**config.mk**
```make
export PLATFORM = sky130hd
export DESIGN_NAME = mem_arbiter
export DESIGN_NICKNAME = d
export VERILOG_FILES = /design/src/rtl/mem_arb_pkg.sv /design/src/rtl/arb_pick.sv /design/src/rtl/mem_arbiter.sv
export SDC_FILE = /design/constraint.sdc
export NUM_CORES = 1
export LEC_CHECK = 0
export BUFFER_PORTS_ARGS = -buffer_cell sky130_fd_sc_hd__buf_2
export CORE_MARGIN = 2
export CORE_UTILIZATION = 35
export DETAILED_ROUTE_END_ITERATION = 7
export GPL_ROUTABILITY_DRIVEN = 0
export PLACE_DENSITY_LB_ADDON = 0.3
export SYNTH_ARGS = -nofsm -noshare
export SYNTH_HDL_FRONTEND = slang
export SYNTH_SLANG_ARGS = --single-unit
export TNS_END_PERCENT = 20
```
**constraint.sdc**
```tcl
create_clock -name clk -period 4.4 [get_ports clk]
set_clock_uncertainty 0.05 [all_clocks]
set_input_delay 0.22 -clock clk [delete_from_list [all_inputs] [get_ports clk]]
set_output_delay 0.22 -clock clk [all_outputs]
set_load 0.05 [all_outputs]
```
**src/rtl/mem_arb_pkg.sv**
```systemverilog
// Shared types for the instruction/data memory arbiter: one-hot FSM state,
// owner encoding and the latched request record.
package mem_arb_pkg;

  localparam int ADDR_W = 32;
  localparam int DATA_W = 32;
  localparam int STRB_W = 4;

  typedef enum logic [5:0] {
    IDLE   = 6'b000001,
    I_REQ  = 6'b000010,
    I_RESP = 6'b000100,
    D_WR   = 6'b001000,
    D_RD   = 6'b010000,
    D_RESP = 6'b100000
  } state_t;

  typedef enum logic {
    OWN_I = 1'b0,
    OWN_D = 1'b1
  } owner_t;

  typedef struct packed {
    logic [ADDR_W-1:0] addr;
    logic [DATA_W-1:0] wdata;
    logic [STRB_W-1:0] wstrb;
  } req_t;

  function automatic logic [31:0] cnt_inc(input logic [31:0] cnt, input logic en);
    return cnt + {31'd0, en};
  endfunction

endpackage

```
**src/rtl/arb_pick.sv**
```systemverilog
// Two-requester pick logic producing a one-hot grant {data, inst}.
// With RR_EN clear the data requester always wins a tie.
module arb_pick
  import mem_arb_pkg::*;
#(
  parameter bit RR_EN = 1'b0
) (
  input  logic       req_i,
  input  logic       req_d,
  input  owner_t     last_own,
  output logic [1:0] gnt
);

  logic prefer_d;

  always_comb begin
    // On a tie, round-robin hands the grant to whoever did not win last time.
    prefer_d = RR_EN ? (last_own == OWN_I) : 1'b1;
    gnt      = 2'b00;
    if (req_d && (prefer_d || !req_i)) begin
      gnt[1] = 1'b1;
    end else if (req_i) begin
      gnt[0] = 1'b1;
    end
  end

endmodule

```
**src/rtl/mem_arbiter.sv**
```systemverilog
// Arbitrates an instruction-fetch port and a data port onto one memory port.
// Define ARB_RR_EN for round-robin tie-breaking; default is data-over-instruction.
module mem_arbiter
  import mem_arb_pkg::*;
(
  input  logic        clk,
  input  logic        rst,
  input  logic [31:0] i_addr,
  input  logic        i_req_valid,
  output logic        i_req_ready,
  output logic [31:0] i_rdata,
  output logic        i_rvalid,
  input  logic        i_rready,
  input  logic [31:0] d_addr,
  input  logic        d_wen,
  input  logic        d_ren,
  input  logic [31:0] d_wdata,
  input  logic [3:0]  d_wstrb,
  output logic        d_req_ready,
  output logic [31:0] d_rdata,
  output logic        d_rvalid,
  input  logic        d_rready,
  output logic [31:0] m_addr,
  output logic        m_wen,
  output logic        m_ren,
  output logic [31:0] m_wdata,
  output logic [3:0]  m_wstrb,
  input  logic        m_req_ready,
  input  logic [31:0] m_rdata,
  input  logic        m_rvalid,
  output logic        m_rready,
  output logic [31:0] gnt_i_cnt,
  output logic [31:0] gnt_d_cnt
);

  state_t      state_q, state_d;
  req_t        lat_q, lat_d;
  logic [31:0] gnt_i_cnt_q, gnt_i_cnt_d;
  logic [31:0] gnt_d_cnt_q, gnt_d_cnt_d;
  logic        d_req_valid;
  logic [1:0]  gnt;
  owner_t      rr_last;

  assign d_req_valid = d_wen | d_ren;

`ifdef ARB_RR_EN
  localparam bit RR_EN = 1'b1;
  owner_t rr_last_q, rr_last_d;

  assign rr_last = rr_last_q;

  always_comb begin
    rr_last_d = rr_last_q;
    if (state_q == IDLE && !rst) begin
      if (gnt[1]) begin
        rr_last_d = OWN_D;
      end else if (gnt[0]) begin
        rr_last_d = OWN_I;
      end
    end
  end

  // Reset value lets the first contended grant go to data, the same order
  // the fixed-priority build uses.
  always_ff @(posedge clk) begin
    if (rst) begin
      rr_last_q <= OWN_I;
    end else begin
      rr_last_q <= rr_last_d;
    end
  end
`else
  localparam bit RR_EN = 1'b0;
  assign rr_last = OWN_I;
`endif

  arb_pick #(
    .RR_EN(RR_EN)
  ) u_arb_pick (
    .req_i   (i_req_valid),
    .req_d   (d_req_valid),
    .last_own(rr_last),
    .gnt     (gnt)
  );

  assign m_addr    = lat_q.addr;
  assign m_wdata   = lat_q.wdata;
  assign m_wstrb   = lat_q.wstrb;
  assign gnt_i_cnt = gnt_i_cnt_q;
  assign gnt_d_cnt = gnt_d_cnt_q;

  always_comb begin
    state_d     = state_q;
    lat_d       = lat_q;
    gnt_i_cnt_d = gnt_i_cnt_q;
    gnt_d_cnt_d = gnt_d_cnt_q;
    i_req_ready = 1'b0;
    d_req_ready = 1'b0;
    i_rdata     = '0;
    i_rvalid    = 1'b0;
    d_rdata     = '0;
    d_rvalid    = 1'b0;
    m_wen       = 1'b0;
    m_ren       = 1'b0;
    m_rready    = 1'b0;

    case (state_q)
      IDLE: begin
        i_req_ready = gnt[0];
        d_req_ready = gnt[1];
        if (gnt[1]) begin
          lat_d.addr  = d_addr;
          lat_d.wdata = d_wdata;
          lat_d.wstrb = d_wstrb;
          gnt_d_cnt_d = cnt_inc(gnt_d_cnt_q, 1'b1);
          // A simultaneous write+read request is treated as a write.
          state_d     = d_wen ? D_WR : D_RD;
        end else if (gnt[0]) begin
          lat_d.addr  = i_addr;
          lat_d.wdata = '0;
          lat_d.wstrb = '0;
          gnt_i_cnt_d = cnt_inc(gnt_i_cnt_q, 1'b1);
          state_d     = I_REQ;
        end
      end
      I_REQ: begin
        m_ren = 1'b1;
        if (m_req_ready) state_d = I_RESP;
      end
      D_RD: begin
        m_ren = 1'b1;
        if (m_req_ready) state_d = D_RESP;
      end
      D_WR: begin
        m_wen = 1'b1;
        if (m_req_ready) state_d = IDLE;
      end
      I_RESP: begin
        i_rdata  = m_rdata;
        i_rvalid = m_rvalid;
        m_rready = i_rready;
        if (m_rvalid && i_rready) state_d = IDLE;
      end
      D_RESP: begin
        d_rdata  = m_rdata;
        d_rvalid = m_rvalid;
        m_rready = d_rready;
        if (m_rvalid && d_rready) state_d = IDLE;
      end
      default: state_d = IDLE;
    endcase

    // Handshakes are suppressed while reset is held, so nothing in flight
    // can complete during the reset cycle.
    if (rst) begin
      i_req_ready = 1'b0;
      d_req_ready = 1'b0;
      i_rvalid    = 1'b0;
      d_rvalid    = 1'b0;
      m_wen       = 1'b0;
      m_ren       = 1'b0;
      m_rready    = 1'b0;
    end
  end

  always_ff @(posedge clk) begin
    if (rst) begin
      state_q     <= IDLE;
      lat_q       <= '0;
      gnt_i_cnt_q <= '0;
      gnt_d_cnt_q <= '0;
    end else begin
      state_q     <= state_d;
      lat_q       <= lat_d;
      gnt_i_cnt_q <= gnt_i_cnt_d;
      gnt_d_cnt_q <= gnt_d_cnt_d;
    end
  end

endmodule

```
==> metrics.md <==
| Metric | Value |
|---|---|
| Result of the run | complete, no violations |
| Reg2Reg Depth | 6 |
| Average wire length per cell after detail routing | 15.95 um |
| Signal arrival time at the worst endpoint | 2.82 ns |
| FMAX | 0.3234 GHz |
| Number of instances in the synthesized netlist | 784 |
| Die area | 20040 um^2 |
| Hold_sp | i_addr[4] |
| Share of the core filled with cells in the final layout | 51.29% |
| Layout overhead on the synthesized area | 44.41% |
| Hold slack final | 0.01183 ns |
| Antenna Violating Nets Remaining | 0 |
| NumNets Final | 1283 |
| Cell area after placement | 8439 um^2 |
| Worst r2r dst | m_addr[24] |
| Overall die height | 141.5 um |
| Share of cells above drive strength 1 | 35.21% |
| Pin slew with the least headroom to its limit | 0.9593 ns |
| Gr usage total | 21.04% |
| Final worst path period need | 3.092 ns |
| Aggregate global routing overflow | 0 |
| Setup repair after global routing missed its margin | false |
| Power density over cell area | 406.8 nW/um^2 |
| Total length of routed wires | 22120 um |
| Library cells used by synthesis | 48 |
| Dominant delay contributor by cell family on the critical path | simple AND/OR/NAND/NOR gates |
| H-tree depth | 4 |
| Final setup viols | 0 |
| Final-report hold violation count | 0 |
| Worst hold stages | 3 |
| Post-Syn Area | 6621 um^2 |
| Hold WC Path Type | in -> reg |
| Drt drc | 0 |
| Vias after detailed routing | 7350 |
| HPWL after detailed placement | 15320 um |
| TritonCTS clock tree | built |
| End of the worst hold path | m_addr[4] |
| Critical path endpoint category | primary output |
| Worst slack at placement | 1.702 ns |
| Post-synth ARST share | 0% |
| Root cell of the clock tree | clkbuf_16 |
| Most frequent cell after synthesis | dfxtp_1 |
| Most used flip-flop cell after synthesis | dfxtp_1 |
| Critical Path Max Stage Delay | 0.78 ns |
| Number of iterations in the first detailed-routing pass | 5 |
| Aggregate negative setup slack | 0 ns |
| Drt first-iter violations | 370 |
| YS warnings | 0 |
| Remaining max-slew budget at the tightest pin | 35.76% |
| Synth area leaders | dfxtp_1, and2_1, nand2_1 |
| WS Path Type | reg -> out |
| Vias in the first global route | 6725 |
| Core Box Area | 18640 um^2 |
| Syn avg cell area | 8.446 um^2 |
| PnR worst setup slack | 1.308 ns |
| Global-route wire length before repair | 34160 um |
| Reg-to-reg slack, setup | 1.59 ns |
| Number of ports placed on the die boundary | 344 |
| Post-synthesis sequential element count | 138 |
| Quantity of I/O buffers inserted on ports | 343 |
| EDFF count, synth | 0 |
| Average vias per placed instance | 5.299 |
| Commonest cells in the synthesized netlist | dfxtp_1, nand2_1, and2_1, nor2_1, clkbuf_1 |
| Effective utilization at floorplan | 35.52% |
| Antenna diode count | 0 |
| Clk sink count | 138 |
| Total CTS buffers | 17 |
| Final count of pins violating max slew | 0 |
| Die X | 141.5 um |
| Post-CTS clock slew at the launch and capture registers of the worst setup and hold paths | 0.06 ns |
| Worst path required time | 4.13 ns |
| R2R Path Start | state_q[5] |
| Register area share after synthesis | 41.72% |
| Cell breakdown of the critical path | or4_1, nor2b_2, a22oi_1, nor2_1, buf_2 |
| WP buf/inv | 1 |
| Antenna violations before repair | 1 |
| Insertion delay of the later-clocked pin in the worst-skew pair | 0.42 ns |
| Max Buffers Root-to-Sink | 2 |
| Startpoint kind of the worst setup timing path | flop |
| Final clock period utilization by the worst path | 70.28% |
| Largest fanout of any net on the critical path | 35 |
| Max rail drop VDD | 0.2611 mV |
| Slowest cell on the critical path | nor2b_2 |
| Static Leak | 4.382 nW |
| Post-route cell area | 9562 um^2 |
| Number of rows in the core area | 50 |
| Number of nets in the synthesized netlist | 927 |
| Top cell type by total area after synthesis | dfxtp_1 |
| Pin count of the biggest net entering global routing | 66 |
| Max Cap Violations | 0 |
| Area fraction of the dominant cell type after synthesis | 41.72% |
## logic make-up after synthesis
kind of cell	after synthesis	share of synthesized area [%]
buf+inv	75	4.705
fa+ha+maj	2	0.3779
simple gates	371	30.71
compound gates	180	19.88
mux	7	1.153
flops	138	41.72
xor+xnor	11	1.455
## placed cells by master (no fill, tap or decap), drive strengths merged, types with 6 or more instances in the layout
master and n:
and4 13, inv 15, nand4 23, a22o 36
and2 72, or3 15, a21oi 43, nand2 92
a311oi 32, xnor2 8, o311ai 8, and3 8
o41ai 9, nor2 56, nand3 19, nor2b 7
nor4 12, clkbuf 18, dfxtp 138, o31ai 28
or2 10, clkinv 6, o21ai 16, dlygate4sd3 53
or4 30, buf 350
## registers in the layout, indices dropped and copies added (netlist names)
name,flops
m_addr,32
state_q,6
m_wstrb,4
gnt_i_cnt,32
m_wdata,32
gnt_d_cnt,32
## worst register-to-register path, cell delays in order, from the launching register on
cell and delay [ns]:
dfxtp_1 0.41, or4b_4 0.65, nor3_2 0.35, buf_4 0.35, nor2_1 0.09, a311oi_1 0.29, dlygate4sd3_1 0.59
## where the power goes
part           internal [W]  switching (W)
Sequential          0.00137      0.0000749
Clock              0.000851       0.000594
Combinational      0.000298       0.000705
Total               0.00252        0.00137
## metrics by stage
step | total power, W | std cells
after floorplan | 0.002154 | 784
after global placement | 0.002412 | 1302
after detailed placement | 0.002420 | 1302
after CTS | 0.003908 | 1387
after global routing | 0.004051 | 1387
final | 0.003890 | 1387
## cell type report
cell class / count / area (um^2)
clock inverter: 14 / 162.7
timing repair buffer: 403 / 2302
sequential: 138 / 2763
clock buffer: 18 / 429.2
inverter: 9 / 33.78
multi-input combinational: 571 / 3578
tap: 234 / 292.8
fill: 1810 / 9081
## routing by layer
metal | global-route usage, % | vias to the layer above | part of all wire [%]
met5 | 0 | - | 0.059
met4 | 7.316 | 2 | 1.9
met3 | 5.366 | 36 | 7.0
met2 | 37.79 | 285 | 50
met1 | 24.26 | 3411 | 41
li1 | - | 3616 | -
## timing repair
action	in CTS	in global routing
hold buffers	53	0
hold endpoints to repair	48	0
gates resized for setup	0	0
setup buffers	0	0
## how the worst max path moves through the flow
stage	slack, ns	to	cells after the start	start
6_report	1.31	m_rready	5	state_q[4]
5_1_grt	1.14	m_rready	5	state_q[4]
4_1_cts	1.24	m_rready	5	state_q[4]
3_5_place_dp	1.70	m_rready	5	state_q[4]
3_3_place_gp	1.75	m_rready	5	state_q[4]
2_1_floorplan	1.74	m_wdata[10]	6	state_q[5]
No activity file was read; power rests on OpenSTA's default activity.
